===== config.mk =====
export PLATFORM = sky130hd
export DESIGN_NAME = icache_port_arbiter
export DESIGN_NICKNAME = d
export VERILOG_FILES = /design/src/rtl/gpgpu_icache_pkg.sv /design/src/rtl/rr_arbiter.sv /design/src/rtl/icache_port_arbiter.sv
export SDC_FILE = /design/constraint.sdc
export NUM_CORES = 1
export LEC_CHECK = 0
export ABC_CLOCK_PERIOD_IN_PS = 5700
export BUFFER_PORTS_ARGS = -buffer_cell sky130_fd_sc_hd__buf_2
export CAP_MARGIN = 5
export CORE_AREA = 3 3 105 107
export DETAILED_ROUTE_END_ITERATION = 7
export DIE_AREA = 0 0 108 110
export PLACE_DENSITY = 0.83
export SLEW_MARGIN = 20
export SYNTH_ARGS = -nofsm -noshare
export SYNTH_HDL_FRONTEND = slang
export SYNTH_SLANG_ARGS = --single-unit

===== constraint.sdc =====
create_clock -name clk -period 5.7 [get_ports clk]
set_clock_uncertainty 0.2 [all_clocks]
set_input_delay 0.855 -clock clk [delete_from_list [all_inputs] [get_ports clk]]
set_output_delay 0.855 -clock clk [all_outputs]
set_load 0.02 [all_outputs]

===== src/rtl/gpgpu_icache_pkg.sv =====
// Shared instruction-cache constants and types for the GPGPU fetch path.
package gpgpu_icache_pkg;

  localparam int ICACHE_ADDR_W = 10;
  localparam int ICACHE_DATA_W = 32;
  localparam int NUM_WARPS     = 8;
  localparam int ICACHE_RD_LAT = 2;
  localparam int WARP_ID_W     = $clog2(NUM_WARPS);

  typedef logic [WARP_ID_W-1:0] warp_id_t;

endpackage


===== src/rtl/rr_arbiter.sv =====
// Round-robin pick: first requester at or after ptr, wrapping modulo N (N a power of two).
module rr_arbiter #(
  parameter int  N  = 8,
  localparam int IW = $clog2(N)
) (
  input  logic [N-1:0]  req,
  input  logic [IW-1:0] ptr,
  output logic [N-1:0]  gnt,
  output logic [IW-1:0] idx,
  output logic          any
);

  // scan from ptr; the first hit locks out all later candidates
  always_comb begin
    logic [IW-1:0] cand;
    logic          hit;
    gnt  = '0;
    idx  = '0;
    any  = 1'b0;
    cand = '0;
    hit  = 1'b0;
    for (int i = 0; i < N; i++) begin
      cand      = ptr + IW'(i);
      hit       = !any && req[cand];
      gnt[cand] = gnt[cand] | hit;
      idx       = hit ? cand : idx;
      any       = any | hit;
    end
  end

endmodule


===== src/rtl/icache_port_arbiter.sv =====
// Arbitrates ICache BRAM port A between host-loader writes and round-robin warp fetches,
// tagging each read response with its warp id after the fixed BRAM read latency.
module icache_port_arbiter #(
  parameter int  NUM_WARPS = gpgpu_icache_pkg::NUM_WARPS,
  parameter int  ADDR_W    = gpgpu_icache_pkg::ICACHE_ADDR_W,
  parameter int  DATA_W    = gpgpu_icache_pkg::ICACHE_DATA_W,
  parameter int  RD_LAT    = gpgpu_icache_pkg::ICACHE_RD_LAT,
  localparam int WID_W     = $clog2(NUM_WARPS)
) (
  input  logic                        clk,
  input  logic                        rst_n,
  input  logic                        host_wr_en,
  input  logic [ADDR_W-1:0]           host_wr_addr,
  input  logic [DATA_W-1:0]           host_wr_data,
  input  logic                        flush,
  input  logic [NUM_WARPS-1:0]        fetch_req,
  input  logic [NUM_WARPS*ADDR_W-1:0] fetch_addr,
  output logic [NUM_WARPS-1:0]        fetch_gnt,
  output logic                        resp_valid,
  output logic [WID_W-1:0]            resp_warp,
  output logic [DATA_W-1:0]           resp_data,
  output logic                        bram_wena,
  output logic [ADDR_W-1:0]           bram_addra,
  output logic [DATA_W-1:0]           bram_dina,
  input  logic [DATA_W-1:0]           bram_douta
);

  logic [NUM_WARPS-1:0] pending_r;
  logic [WID_W-1:0]     ptr_r;
  logic [RD_LAT-1:0]    tag_valid_r;
  logic [WID_W-1:0]     tag_warp_r [RD_LAT];

  logic [NUM_WARPS-1:0] resp_clr_s;
  logic [NUM_WARPS-1:0] eligible_s;
  logic [NUM_WARPS-1:0] arb_gnt_s;
  logic [WID_W-1:0]     arb_idx_s;
  logic                 arb_any_s;
  logic                 grant_s;
  logic                 resp_fire_s;
  logic [ADDR_W-1:0]    warp_addr_s [NUM_WARPS];

  // a flush kills the response surfacing this very cycle as well as those still in flight
  assign resp_fire_s = tag_valid_r[RD_LAT-1] & ~flush;
  assign resp_clr_s  = NUM_WARPS'(resp_fire_s) << tag_warp_r[RD_LAT-1];
  // a warp whose response appears now may be re-granted in the same cycle
  assign eligible_s  = fetch_req & ~(pending_r & ~resp_clr_s);

  assign resp_valid  = resp_fire_s;
  assign resp_warp   = tag_warp_r[RD_LAT-1];
  assign resp_data   = bram_douta;

  // unpack per-warp program counters
  always_comb begin
    for (int w = 0; w < NUM_WARPS; w++) begin
      warp_addr_s[w] = fetch_addr[w*ADDR_W +: ADDR_W];
    end
  end

  rr_arbiter #(.N(NUM_WARPS)) u_rr_arbiter (
    .req (eligible_s),
    .ptr (ptr_r),
    .gnt (arb_gnt_s),
    .idx (arb_idx_s),
    .any (arb_any_s)
  );

  // port-A priority mux: host write, else round-robin fetch, else idle
  always_comb begin
    fetch_gnt  = '0;
    bram_wena  = 1'b0;
    bram_addra = '0;
    bram_dina  = '0;
    grant_s    = 1'b0;
    if (!rst_n) begin
      grant_s = 1'b0;
    end else if (host_wr_en) begin
      bram_wena  = 1'b1;
      bram_addra = host_wr_addr;
      bram_dina  = host_wr_data;
    end else if (arb_any_s) begin
      fetch_gnt  = arb_gnt_s;
      bram_addra = warp_addr_s[arb_idx_s];
      grant_s    = 1'b1;
    end else begin
      bram_addra = '0;
    end
  end

  // round-robin pointer moves just past each granted warp
  always_ff @(posedge clk or negedge rst_n) begin
    if (!rst_n) begin
      ptr_r <= '0;
    end else if (grant_s) begin
      ptr_r <= arb_idx_s + WID_W'(1);
    end else begin
      ptr_r <= ptr_r;
    end
  end

  // one outstanding fetch per warp, released by its response or by a flush
  always_ff @(posedge clk or negedge rst_n) begin
    if (!rst_n) begin
      pending_r <= '0;
    end else if (flush) begin
      pending_r <= '0;
    end else begin
      pending_r <= (pending_r & ~resp_clr_s) | (grant_s ? arb_gnt_s : '0);
    end
  end

  // tag pipe tracks the BRAM's address-then-data register stages
  always_ff @(posedge clk or negedge rst_n) begin
    if (!rst_n) begin
      tag_valid_r <= '0;
      for (int i = 0; i < RD_LAT; i++) begin
        tag_warp_r[i] <= '0;
      end
    end else begin
      tag_valid_r[0] <= grant_s & ~flush;
      tag_warp_r[0]  <= grant_s ? arb_idx_s : '0;
      for (int i = 1; i < RD_LAT; i++) begin
        tag_valid_r[i] <= tag_valid_r[i-1] & ~flush;
        tag_warp_r[i]  <= tag_warp_r[i-1];
      end
    end
  end

endmodule


==> reports/qor.txt <==
Status: complete, but fails checks
Failing checks: setup timing
CORE AREA: 10200 sq um
Syn Inst Count: 583
Unrepaired setup endpoints after global routing: true
WL/cell: 21.6 um
Cell area after layout: 6040 sq um
Synth cell types: 85
Syn Nets: 759
CTS tree: yes
Antenna violations before repair: 0
Slowest-stage cell, CP: mux4_2
Reg-to-reg setup timing slack: 1.13 ns
Worst path max stage delay: 0.57 ns
Number of flops mapped to enable cells by yosys: 0
DP Area: 5720 sq um
Mux share of post-synthesis cell area: 23.7%
Deepest clock path buffer count: 2
Total die area: 11900 sq um
Combinational family with the most area after synthesis: compound AO/OA/AOI/OAI gates
Fin worst setup slack: -0.00398 ns
Cells along the critical path: buf_2 -> nand3b_1 -> buf_4 -> o21ai_4 -> mux2_2 -> mux4_2 -> o311ai_2 -> o32ai_2 -> o31ai_4 -> buf_4 -> o2111ai_1 -> o21ai_2 -> nor3b_2 -> buf_4 -> a21oi_1 -> buf_2
Clock Latency Late Sink: 0.26 ns
Num rows: 37
Routability cong.: 1.05
Critical Path Source: flush
Vias/cell: 6.26
Clock sinks: 19
Hold WC Path Type: register to register
Fraction of layout cells with a size suffix above 1: 45.5%
Vias: 5569
GRT overflow: 0
Clock-pin slew on the worst setup and hold paths: 0.07 ns
Fmax: 175 MHz
Synth Cell Area: 4740 sq um
Synthesized flop and latch total: 19
H-tree levels: 1
DP HPWL: 15600 um
Most frequent cell after synthesis: mux2i_1
Final setup fails: 1
Leakage: 0.00285 uW
Commonest cells post-synth: 54 x mux2i_1, 51 x nand2_1, 38 x and3_1
Area Growth Syn to Fin: 27.5%
Post-Synth Simple-Gate Area: 23.9%
Ant. Diodes: 0
Drt pass-1 iters: 7
Top FF cell, synth: dfrtp_1
Slew margin rel.: 62.3%
Seq/Total Area, Yosys: 10.0%
Routed WL: 19300 um
Worst vdd ir: 0.000911 V
Yosys warns: 0
Initial drt markers: 551
Setup_tns: -0.00398 ns
Complex-gate fraction of the synthesized area: 27.0%
Slew @ Worst Pin: 0.558 ns
Root Buffer: clkbuf_8
Hold depth: 0
Buffers on Ports: 188
CTS Buf Count: 3
Top-area cell type share of the netlist area: 11.4%
Slew Limit Fails: 0
Post-route ant nets: 0
Synth area leader: mux2i_1
Overall power: 5480 uW
GR Util All Layers: 30.5%
Arr. time, crit path: 4.65 ns
Hold Slack: 0.150 ns
R2R depth: 14
R2r startpoint: ptr_r[0]
Post-layout minimum cycle time: 5.70 ns
Crit Path Class: primary input to output port
Post-synth ARST share: 100%
Largest cells by area after synthesis: mux2i_1 11%, dfrtp_1 10%, mux2_2 5.9%
Adder-cell share of the synthesized area: 2.64%
DP Worst Slack: 0.0188 ns
Tcrit/Tclk final: 100%
Syn Area/Cell: 8.13 sq um
CP endpoint: fetch_gnt[0]
Die Wd: 108 um
XOR/XNOR share of the synthesized area: 0.924%
Die H: 110 um
CP startpoint kind: primary input
Reg2reg end: pending_r[6]
Max-cap violations: 0
CP required: 4.64 ns
Vias in the first global route: 5260
CP Capture Type: output port
Power per Cell Area: 907 nW/um^2
Pin count of the biggest net entering global routing: 53
Final hold violations: 0
I/O pin count: 253
CTS Hold Bufs: 0
Fin nets: 931
Most frequent CP cell: buf_4
Worst-path fanout max: 8
DRC Markers: 0
Initial Utilization: 46.3%
Global-route wire length before repair: 28300 um
how the worst min path moves through the flow:
| stage | to | from |
|---|---|---|
| 2_1_floorplan | resp_warp[0] | tag_warp_r[3] |
| 3_3_place_gp | resp_warp[0] | tag_warp_r[3] |
| 3_5_place_dp | resp_warp[2] | tag_warp_r[5] |
| 4_1_cts | resp_warp[2] | tag_warp_r[5] |
| 5_1_grt | resp_warp[2] | tag_warp_r[5] |
| 6_report | resp_warp[2] | tag_warp_r[5] |
stage by stage:
| stage | utilization [%] | cells |
|---|---|---|
| floorplan | - | 583 |
| global placement | 55.9 | 873 |
| detailed placement | 55.9 | 873 |
| CTS | 56.4 | 877 |
| global route | 59.0 | 890 |
| finish | 59.0 | 890 |
kinds of logic after synthesis:
logic type	after synthesis
AND/OR/NAND/NOR	203
buffers and inverters	95
multiplexers	93
AO/OA/AOI/OAI	158
flip-flops	19
XOR/XNOR	5
adder cells (fa/ha/maj)	10
layout make-up:
class / instances / area (sq um)
clock buffer: 4 / 45.0
fill: 956 / 4190
inverter: 14 / 56.3
timing repair buffer: 248 / 1430
multi-input combinational: 469 / 3860
tap: 136 / 170
sequential: 19 / 475
worst max-delay path: cells and delay by family:
kind	cells	cell delay, ns
AOI/OAI and AO/OA	7	1.55
buffers and inverters	5	0.91
muxes	2	0.89
and+or+nand+nor	2	0.41
sequential cells by signal, indices dropped and copies added (netlist names):
register and flops:
tag_warp_r 3, tag_valid_r 2, pending_r 8, resp_warp 3, ptr_r 3
layout by cell type (no fill, tap or decap), types with 5 or more instances in the layout:
master,n
mux2_2,25
a21oi_1,19
nor2b_1,7
o211ai_1,11
nand3_1,10
and2_1,5
nand2b_1,16
inv_1,12
o221ai_2,10
nand2_1,51
a211oi_1,6
and3_1,38
mux2i_1,51
buf_2,186
nand4_1,5
a31oi_1,7
ha_1,10
nor3_1,13
dfrtp_1,19
o21ai_0,26
nor2_1,29
o21a_1,6
mux4_2,11
o31ai_1,9
buf_4,58
mux2i_2,5
routing by layer:
metal	wire length [um]	GRT usage, %	part of all wire (%)
met1	7680	39.8	40
met2	9110	49.3	47
met3	1860	8.04	9.6
met4	617	9.83	3.2
met5	0	0	0
power breakdown:
group / internal [uW] / switching (uW)
Sequential: 182 / 58.3
Clock: 49.7 / 45.9
Combinational: 2280 / 2870
Total: 2510 / 2970
repair_timing:
action,in CTS,in global routing
setup buffers,0,13
gates resized for setup,0,36
endpoints found under the setup margin,0,18
Note: power is estimated with default switching activity, not from simulation.
